### src/rtl/fpr_add_arb.sv
// Round-robin arbiter/sequencer sharing one fixed-latency FP add/sub unit between NREQ clients.
// Define FPR_ARB_PRIO0_EN to give requester 0 fixed top priority over the round-robin group.
module fpr_add_arb #(
    parameter int NREQ    = 4,
    parameter int IDW     = 2,
    parameter int ADD_LAT = 1
) (
    input  logic                 clk,
    input  logic                 rst_n,
    input  logic [NREQ-1:0]      req_valid,
    output logic [NREQ-1:0]      req_ready,
    input  logic [32*NREQ-1:0]   req_a,
    input  logic [32*NREQ-1:0]   req_b,
    input  logic [NREQ-1:0]      req_adsb,
    output logic [31:0]          add_a,
    output logic [31:0]          add_b,
    output logic                 add_adsb,
    input  logic [31:0]          add_res,
    output logic                 rsp_valid,
    input  logic                 rsp_ready,
    output logic [IDW-1:0]       rsp_id,
    output logic [31:0]          rsp_res,
    output logic                 busy
);

    localparam int CW = (ADD_LAT > 1) ? $clog2(ADD_LAT) : 1;

    typedef enum logic [1:0] {
        ST_IDLE = 2'd0,
        ST_EXEC = 2'd1,
        ST_RESP = 2'd2
    } state_t;

    state_t          r_state;
    logic [IDW-1:0]  r_ptr;
    logic [IDW-1:0]  r_tag;
    logic [CW-1:0]   r_cnt;
    logic [31:0]     r_add_a;
    logic [31:0]     r_add_b;
    logic            r_add_adsb;
    logic [31:0]     r_rsp_res;
    logic [IDW-1:0]  r_rsp_id;
    logic            r_rsp_valid;
    logic            r_busy;

    logic            w_win_vld;
    logic [IDW-1:0]  w_win_idx;
    logic [31:0]     w_win_a;
    logic [31:0]     w_win_b;
    logic            w_win_adsb;
    logic [NREQ-1:0] w_grant;

    // Search distance of requester idx from the slot after ptr; smaller wins.
    function automatic int rr_dist(input int idx, input int ptr);
`ifdef FPR_ARB_PRIO0_EN
        if (idx == 0) begin
            return 0;
        end else begin
            return 1 + ((idx - ptr - 1 + 2 * (NREQ - 1)) % (NREQ - 1));
        end
`else
        return (idx - ptr - 1 + 2 * NREQ) % NREQ;
`endif
    endfunction

    // Winner selection and operand mux for the current IDLE cycle.
    always_comb begin
        int best_d;
        best_d     = NREQ;
        w_win_vld  = 1'b0;
        w_win_idx  = '0;
        w_win_a    = 32'h0000_0000;
        w_win_b    = 32'h0000_0000;
        w_win_adsb = 1'b0;
        for (int i = 0; i < NREQ; i++) begin
            if (req_valid[i] && (rr_dist(i, int'(r_ptr)) < best_d)) begin
                best_d     = rr_dist(i, int'(r_ptr));
                w_win_vld  = 1'b1;
                w_win_idx  = IDW'(i);
                w_win_a    = req_a[32*i +: 32];
                w_win_b    = req_b[32*i +: 32];
                w_win_adsb = req_adsb[i];
            end else begin
                best_d = best_d;
            end
        end
    end

    // One-hot grant, only in IDLE and never while reset is asserted.
    always_comb begin
        w_grant = '0;
        if (rst_n && (r_state == ST_IDLE) && w_win_vld) begin
            for (int i = 0; i < NREQ; i++) begin
                w_grant[i] = (w_win_idx == IDW'(i));
            end
        end else begin
            w_grant = '0;
        end
    end

    // Sequencer: accept, wait out the adder latency, hold the result until taken.
    always_ff @(posedge clk or negedge rst_n) begin
        if (!rst_n) begin
            r_state     <= ST_IDLE;
            r_ptr       <= IDW'(NREQ - 1);
            r_tag       <= '0;
            r_cnt       <= '0;
            r_add_a     <= 32'h0000_0000;
            r_add_b     <= 32'h0000_0000;
            r_add_adsb  <= 1'b0;
            r_rsp_res   <= 32'h0000_0000;
            r_rsp_id    <= '0;
            r_rsp_valid <= 1'b0;
            r_busy      <= 1'b0;
        end else begin
            case (r_state)
                ST_IDLE: begin
                    if (w_win_vld) begin
                        r_add_a    <= w_win_a;
                        r_add_b    <= w_win_b;
                        r_add_adsb <= w_win_adsb;
                        r_tag      <= w_win_idx;
`ifdef FPR_ARB_PRIO0_EN
                        // Requester 0 sits outside the rotation, so it never moves ptr.
                        if (w_win_idx != '0) begin
                            r_ptr <= w_win_idx;
                        end else begin
                            r_ptr <= r_ptr;
                        end
`else
                        r_ptr      <= w_win_idx;
`endif
                        r_cnt      <= CW'(ADD_LAT - 1);
                        r_busy     <= 1'b1;
                        r_state    <= ST_EXEC;
                    end else begin
                        r_state <= ST_IDLE;
                    end
                end
                ST_EXEC: begin
                    if (r_cnt == '0) begin
                        r_rsp_res   <= add_res;
                        r_rsp_id    <= r_tag;
                        r_rsp_valid <= 1'b1;
                        r_state     <= ST_RESP;
                    end else begin
                        r_cnt <= r_cnt - CW'(1);
                    end
                end
                ST_RESP: begin
                    if (rsp_ready) begin
                        r_rsp_valid <= 1'b0;
                        r_busy      <= 1'b0;
                        r_state     <= ST_IDLE;
                    end else begin
                        r_state <= ST_RESP;
                    end
                end
                default: begin
                    r_rsp_valid <= 1'b0;
                    r_busy      <= 1'b0;
                    r_state     <= ST_IDLE;
                end
            endcase
        end
    end

    assign req_ready = w_grant;
    assign add_a     = r_add_a;
    assign add_b     = r_add_b;
    assign add_adsb  = r_add_adsb;
    assign rsp_valid = r_rsp_valid;
    assign rsp_id    = r_rsp_id;
    assign rsp_res   = r_rsp_res;
    assign busy      = r_busy;

endmodule

### config.mk
export PLATFORM = sky130hd
export DESIGN_NAME = fpr_add_arb
export DESIGN_NICKNAME = d
export VERILOG_FILES = /design/src/rtl/fpr_add_arb.sv
export SDC_FILE = /design/constraint.sdc
export NUM_CORES = 1
export LEC_CHECK = 0
export CORE_AREA = 10 10 147 149
export DETAILED_ROUTE_END_ITERATION = 7
export DIE_AREA = 0 0 157 159
export PLACE_DENSITY = 0.74
export SKIP_CTS_REPAIR_TIMING = 1
export SLEW_MARGIN = 20
export SYNTH_ARGS = -nofsm -noshare
export SYNTH_HDL_FRONTEND = slang
export SYNTH_SLANG_ARGS = --single-unit
### constraint.sdc
create_clock -name clk -period 7.5 [get_ports clk]
set_input_delay 1.5 -clock clk [delete_from_list [all_inputs] [get_ports clk]]
set_output_delay 1.5 -clock clk [all_outputs]
set_load 0.005 [all_outputs]
; Word-level counts from Yosys, hierarchy flattened
; Cells that the tools add are included.
[totals]
register_bits = 108
latchBits = 0
ram_bits = 0
romBits = 0
word_cells = 96
n_memories = 0
[op_classes]
addsub = 13
mul = 0
n_div = 0
magnitude_cmp = 4
eq_ne = 8
shift = 0
muxes = 35
bitwise_logic = 7
reduce_logical = 18
[ops]
columns = op, count
row1 = $mux 32, 11
row2 = $lt 3x32->1, 3
row3 = $add 4x5->6 const B, 4
row4 = $sub 3x2->4 const B, 4
row5 = $mux 1, 15
row6 = $mux 2, 4
row7 = $reduce_or 2->1, 4
row8 = $eq 2x2->1 const B, 3
row9 = $logic_and 1x1->1, 6
row10 = $ne 2x2->1 const B, 3
row11 = $pmux 1 s3, 2
row12 = $pmux 2 s3, 1
row13 = $reduce_and 2->1, 3
row14 = $reduce_and 3->1, 2
row15 = $sub 1x2->3 const A, 2
row16 = $sub 2x2->3 const A, 2
row17 = $and 1x1->1, 4
row18 = $eq 2x1->1 const B, 2
row19 = $logic_not 2->1, 2
row20 = $lt 3x4->1 const B, 1
row21 = $mux 4, 1
row22 = $not 1->1, 3
row23 = $pmux 1 s2, 1
row24 = $reduce_bool 2->1, 1
row25 = $sub 1x1->1 const B, 1

; Logic depth before layout (Yosys ltp)
[depth]
word_depth = 19
mapped_depth = 20
mapped_depth_nobuf = 16

; Least setup slack after synthesis
; OpenSTA, ideal clock, no wires.
[synth_timing]
path_type = in2out
from = in req_valid[0]
to = out req_ready[3]
t_arrival_ns = 4.485
slack_ns = 1.515
path_stages = 16
path_buffers = 5
cell_sequence = buf_6 > inv_1 > o32a_1 > ha_1 > and4bb_1 > o21ai_2 > nand2_2 > buf_1 > a21oi_1 > ha_1 > a311o_1 > a221oi_4 > buf_6 > buf_12 > buf_12 > and3_1
[synth_between]
elab_chain_cells = 13
elab_cells_between_ends = 20
[synth_rtl]
columns = element, line_no
row1 = start: declaration, 10  ; input logic [NREQ-1:0] req_valid,
row2 = $logic_and 1x1->1 *, 76  ; if (req_valid[i] && (rr_dist(i, int'(r_ptr)) < best_d)) begin
row3 = $mux 32, 76
row4 = $lt 3x32->1, 76
row5 = $logic_and 1x1->1, 76
row6 = $mux 32, 76
row7 = $lt 3x32->1, 76
row8 = $logic_and 1x1->1, 76
row9 = $mux 32, 76
row10 = $lt 3x32->1, 76
row11 = $logic_and 1x1->1, 76
row12 = $mux 2 / $mux 1 (equally long branches), 76
row13 = $eq 2x2->1 / $logic_and 1x1->1 (equally long branches), "94, 92"
row14 = $mux 4 *, 92  ; if (rst_n && (r_state == ST_IDLE) && w_win_vld) begin
row15 = end: declaration, 11  ; output logic [NREQ-1:0] req_ready,
; Mark *: on every way between the ends. The rest lies on a longest branch, timed or not.

; Final worst setup path
[layout_timing]
from = in req_valid[0]
to = out req_ready[2]
; Same word-level chain as after synthesis.

==> out/qor.csv <==
stage,metric,value,unit
cts,htree depth,3,
route,DRT Pass-1 Iters,5,
critical_path,CP max stage delay,0.65,ns
route,vias per inst,5.12,
synth,yosys warns,0,
route,vias post-DR,6453,
global_route,global-route usage over all layers,19.8,%
route,wire per inst,20.6,µm
finish,most frequent cells in the layout,"clkdlybuf4s50_1, nor2_1, dfrtp_1, nand2_1",
outcome,outcome,"complete, no violations",
global_route,global-route wire length before repair,38500,µm
finish,Nets,1328,
sta,"Slew Viols, Final",0,
place,DP Area,0.0101,mm²
critical_path,Critical path origin,req_valid[0],
synth,Cell variety after synth,42,
critical_path,Setup CP Type,in -> out,
finish,FILL cells,1686,
global_route,vias in the first global route,6498,
synth,Mapped Area,0.00602,mm²
floorplanning,Die Y,159,µm
sta,Fin Clk Skew,0.00954,ns
worst_hold_path,hold endpoint,r_tag[1],
critical_path,CP max FO,8,
finish,"commonest non-fill, non-tap cell in the layout",clkdlybuf4s50_1,
finish,synthesis-to-finish area growth,72.3,%
sta,Peak Freq,0.150,GHz
synth,"Primary FF master, synth",dfrtp_1,
route,DRC errors left,0,
critical_path,flop2flop setup slack,3.22,ns
sta,Setup TNS,0,ns
sta,Final Hold Fails,0,
floorplanning,Core Area,0.0186,mm²
route,Antenna Nets Post-Route,0,
place,Placer Congestion,0.866,
sta,Max-slew headroom,38.2,%
global_route,initial antenna violation count,0,
sta,RSZ-0062 raised after global routing,false,
synth,Syn Area/Cell,9.12,µm²
critical_path,reg2reg start,r_ptr[1],
global_route,largest net degree at the start of global routing,76,
synth,post-synthesis register bit count,107,
route,final WL,26000,µm
finish,fin area,0.0104,mm²
sta,final setup violation count,0,
place,Port Buffers,403,
sta,final worst path period share,88.6,%
synth,syn_nets,966,
cts,"Clk Latency, worst-skew pair",0.35,ns
power_and_ir_drop,Max VDD drop,0.000251,V
critical_path,crit path buf inv count,2,
global_route,gr ovfl total,0,
finish,share of cells above drive strength 1,7.21,%
critical_path,reg2reg end,add_b[29],
sta,worst slew pin tran,0.925,ns
cts,CTS tree,done,
cts,clock tree root buffer cell,clkbuf_16,
floorplanning,Die Width,157,µm
sta,min Tclk post-route,6.64,ns
critical_path,"Arr. time, crit path",5.14,ns
cts,CTS sink cnt,107,
synth,register area share after synthesis,44.5,%
worst_hold_path,WHS Path Cells,1,
finish,# diodes,0,
critical_path,Worst setup EP type,output port,
synth,"EDFF count, synth",0,
worst_hold_path,hold path startpoint,r_tag[1],
flow_run,max_cap viols,0,
power_and_ir_drop,leakage,0.00408,µW
critical_path,CP startpoint kind,primary input,
critical_path,WP data required,6.00,ns
floorplanning,Initial Util,32.4,%
floorplanning,Site Rows,50,
critical_path,R2R cell count,16,
synth,Post-Synthesis Cells,660,
cts,Clock Tree Buf Depth,2,
floorplanning,I/O Pins,404,
critical_path,Top Family by Delay on Critical Path,compound AO/OA/AOI/OAI gates,
cts,clk slew on worst S/H paths,0.07,ns
cts,number of buffers created by CTS,9,
floorplanning,die area,0.0250,mm²
critical_path,cell at the slowest stage of the critical path,clkdlybuf4s50_1,
worst_hold_path,Min-Delay Path Class,reg -> reg,
place,Final HPWL DP,20800,µm
route,DR iter-0 viols,270,
critical_path,CP Cell Sequence,clkdlybuf4s50_1 -> mux2i_1 -> o32a_1 -> ha_1 -> and4bb_1 -> o21ai_2 -> nand2_2 -> nor2_1 -> a21oi_1 -> ha_1 -> a311o_1 -> a221oi_4 -> a21oi_1 -> and3_1 -> clkdlybuf4s50_1,
power_and_ir_drop,pwr dens,416,mW/mm²
synth,ys async rst share,100,%
worst register-to-register path, delay by kind of cell, from the launching register on:
| family | cells | cell delay (ns) |
|---|---|---|
| fa+ha+maj | 3 | 0.87 |
| simple gates | 4 | 0.66 |
| compound gates | 7 | 1.44 |
| flops | 1 | 0.56 |
| buf+inv | 2 | 0.61 |
cell type report:
cell class / instances / area [µm²] / area share [%]
Clock inverter: 6 / 72.6 / 0.699
Inverter: 8 / 32.5 / 0.314
Tap cell: 234 / 293 / 2.82
Sequential cell: 107 / 2680 / 25.8
Clock buffer: 10 / 239 / 2.30
Timing Repair Buffer: 414 / 4110 / 39.6
Multi-Input combinational cell: 482 / 2950 / 28.4
logic make-up (layout without fill, tap and decap cells):
kind of cell | count (synthesis) | count (layout) | synth area share, %
simple gates | 283 | 283 | 21.1
compound gates | 154 | 154 | 19.2
flops | 107 | 107 | 44.5
buf+inv | 71 | 438 | 6.86
mux | 35 | 35 | 6.52
fa+ha+maj | 7 | 7 | 1.45
xor+xnor | 2 | 2 | 0.291
other cells | 1 | 1 | 0.0623
stage by stage:
stage / worst slack (ns) / std cells / utilization [%] / hold WS (ns) / power (µW)
after global placement: 0.951 / 1245 / 54.2 / 0.467 / 3810
after floorplan: 1.52 / 660 / - / 0.444 / 2830
final: 0.855 / 1261 / 55.8 / 0.481 / 4310
after CTS: 0.868 / 1261 / 55.8 / 0.483 / 4380
after detailed placement: 0.882 / 1245 / 54.2 / 0.467 / 3860
after global routing: 0.569 / 1261 / 55.8 / 0.515 / 4690
flip-flops by register name (all words and copies together), names as in the netlist:
signal	flops
add_a	32
add_adsb	1
add_b	32
busy	1
r_ptr	2
r_state	2
r_tag	2
rsp_id	2
rsp_res	32
rsp_valid	1
cell usage after synthesis (2+ instances only):
| master | number | area share, % |
|---|---|---|
| buf_6 | 2 | 0.37 |
| dfstp_2 | 2 | 0.87 |
| buf_2 | 7 | 0.58 |
| nor3_1 | 3 | 0.25 |
| inv_1 | 8 | 0.50 |
| a31oi_1 | 66 | 6.9 |
| dfrtp_1 | 105 | 44 |
| ha_1 | 7 | 1.5 |
| a21o_1 | 4 | 0.50 |
| nor2_1 | 137 | 8.5 |
| clkbuf_1 | 37 | 2.3 |
| and3_1 | 2 | 0.21 |
| buf_1 | 7 | 0.44 |
| a21oi_1 | 6 | 0.50 |
| or3_1 | 66 | 6.9 |
| nand2_1 | 67 | 4.2 |
| buf_12 | 5 | 1.7 |
| buf_4 | 2 | 0.25 |
| o21ai_0 | 3 | 0.25 |
| a221oi_1 | 65 | 9.5 |
| xnor2_1 | 2 | 0.29 |
| o21a_1 | 2 | 0.25 |
| buf_8 | 3 | 0.75 |
| mux2_2 | 34 | 6.4 |
per-layer routing:
layer	part of all wire (%)	vias to the layer above	track usage, %
met3	10	32	7.29
li1	-	3130	-
met5	0	-	0
met2	49	297	34.4
met4	2.2	0	6.35
met1	38	2994	21.7
how the worst max path moves through the flow:
stage | end | depth (start not counted)
after detailed placement | req_ready[2] | 15
after floorplan | req_ready[3] | 16
final | req_ready[2] | 15
after global placement | req_ready[2] | 15
after global routing | req_ready[2] | 15
after CTS | req_ready[2] | 15
power by group:
| part | leakage (µW) | internal, µW | total (µW) | switching (µW) |
|---|---|---|---|---|
| registers | 0.00123 | 899 | 1070 | 168 |
| clock network | 0.000155 | 273 | 501 | 228 |
| logic | 0.00270 | 1380 | 2750 | 1360 |
Power figures use the tool's default switching activity.
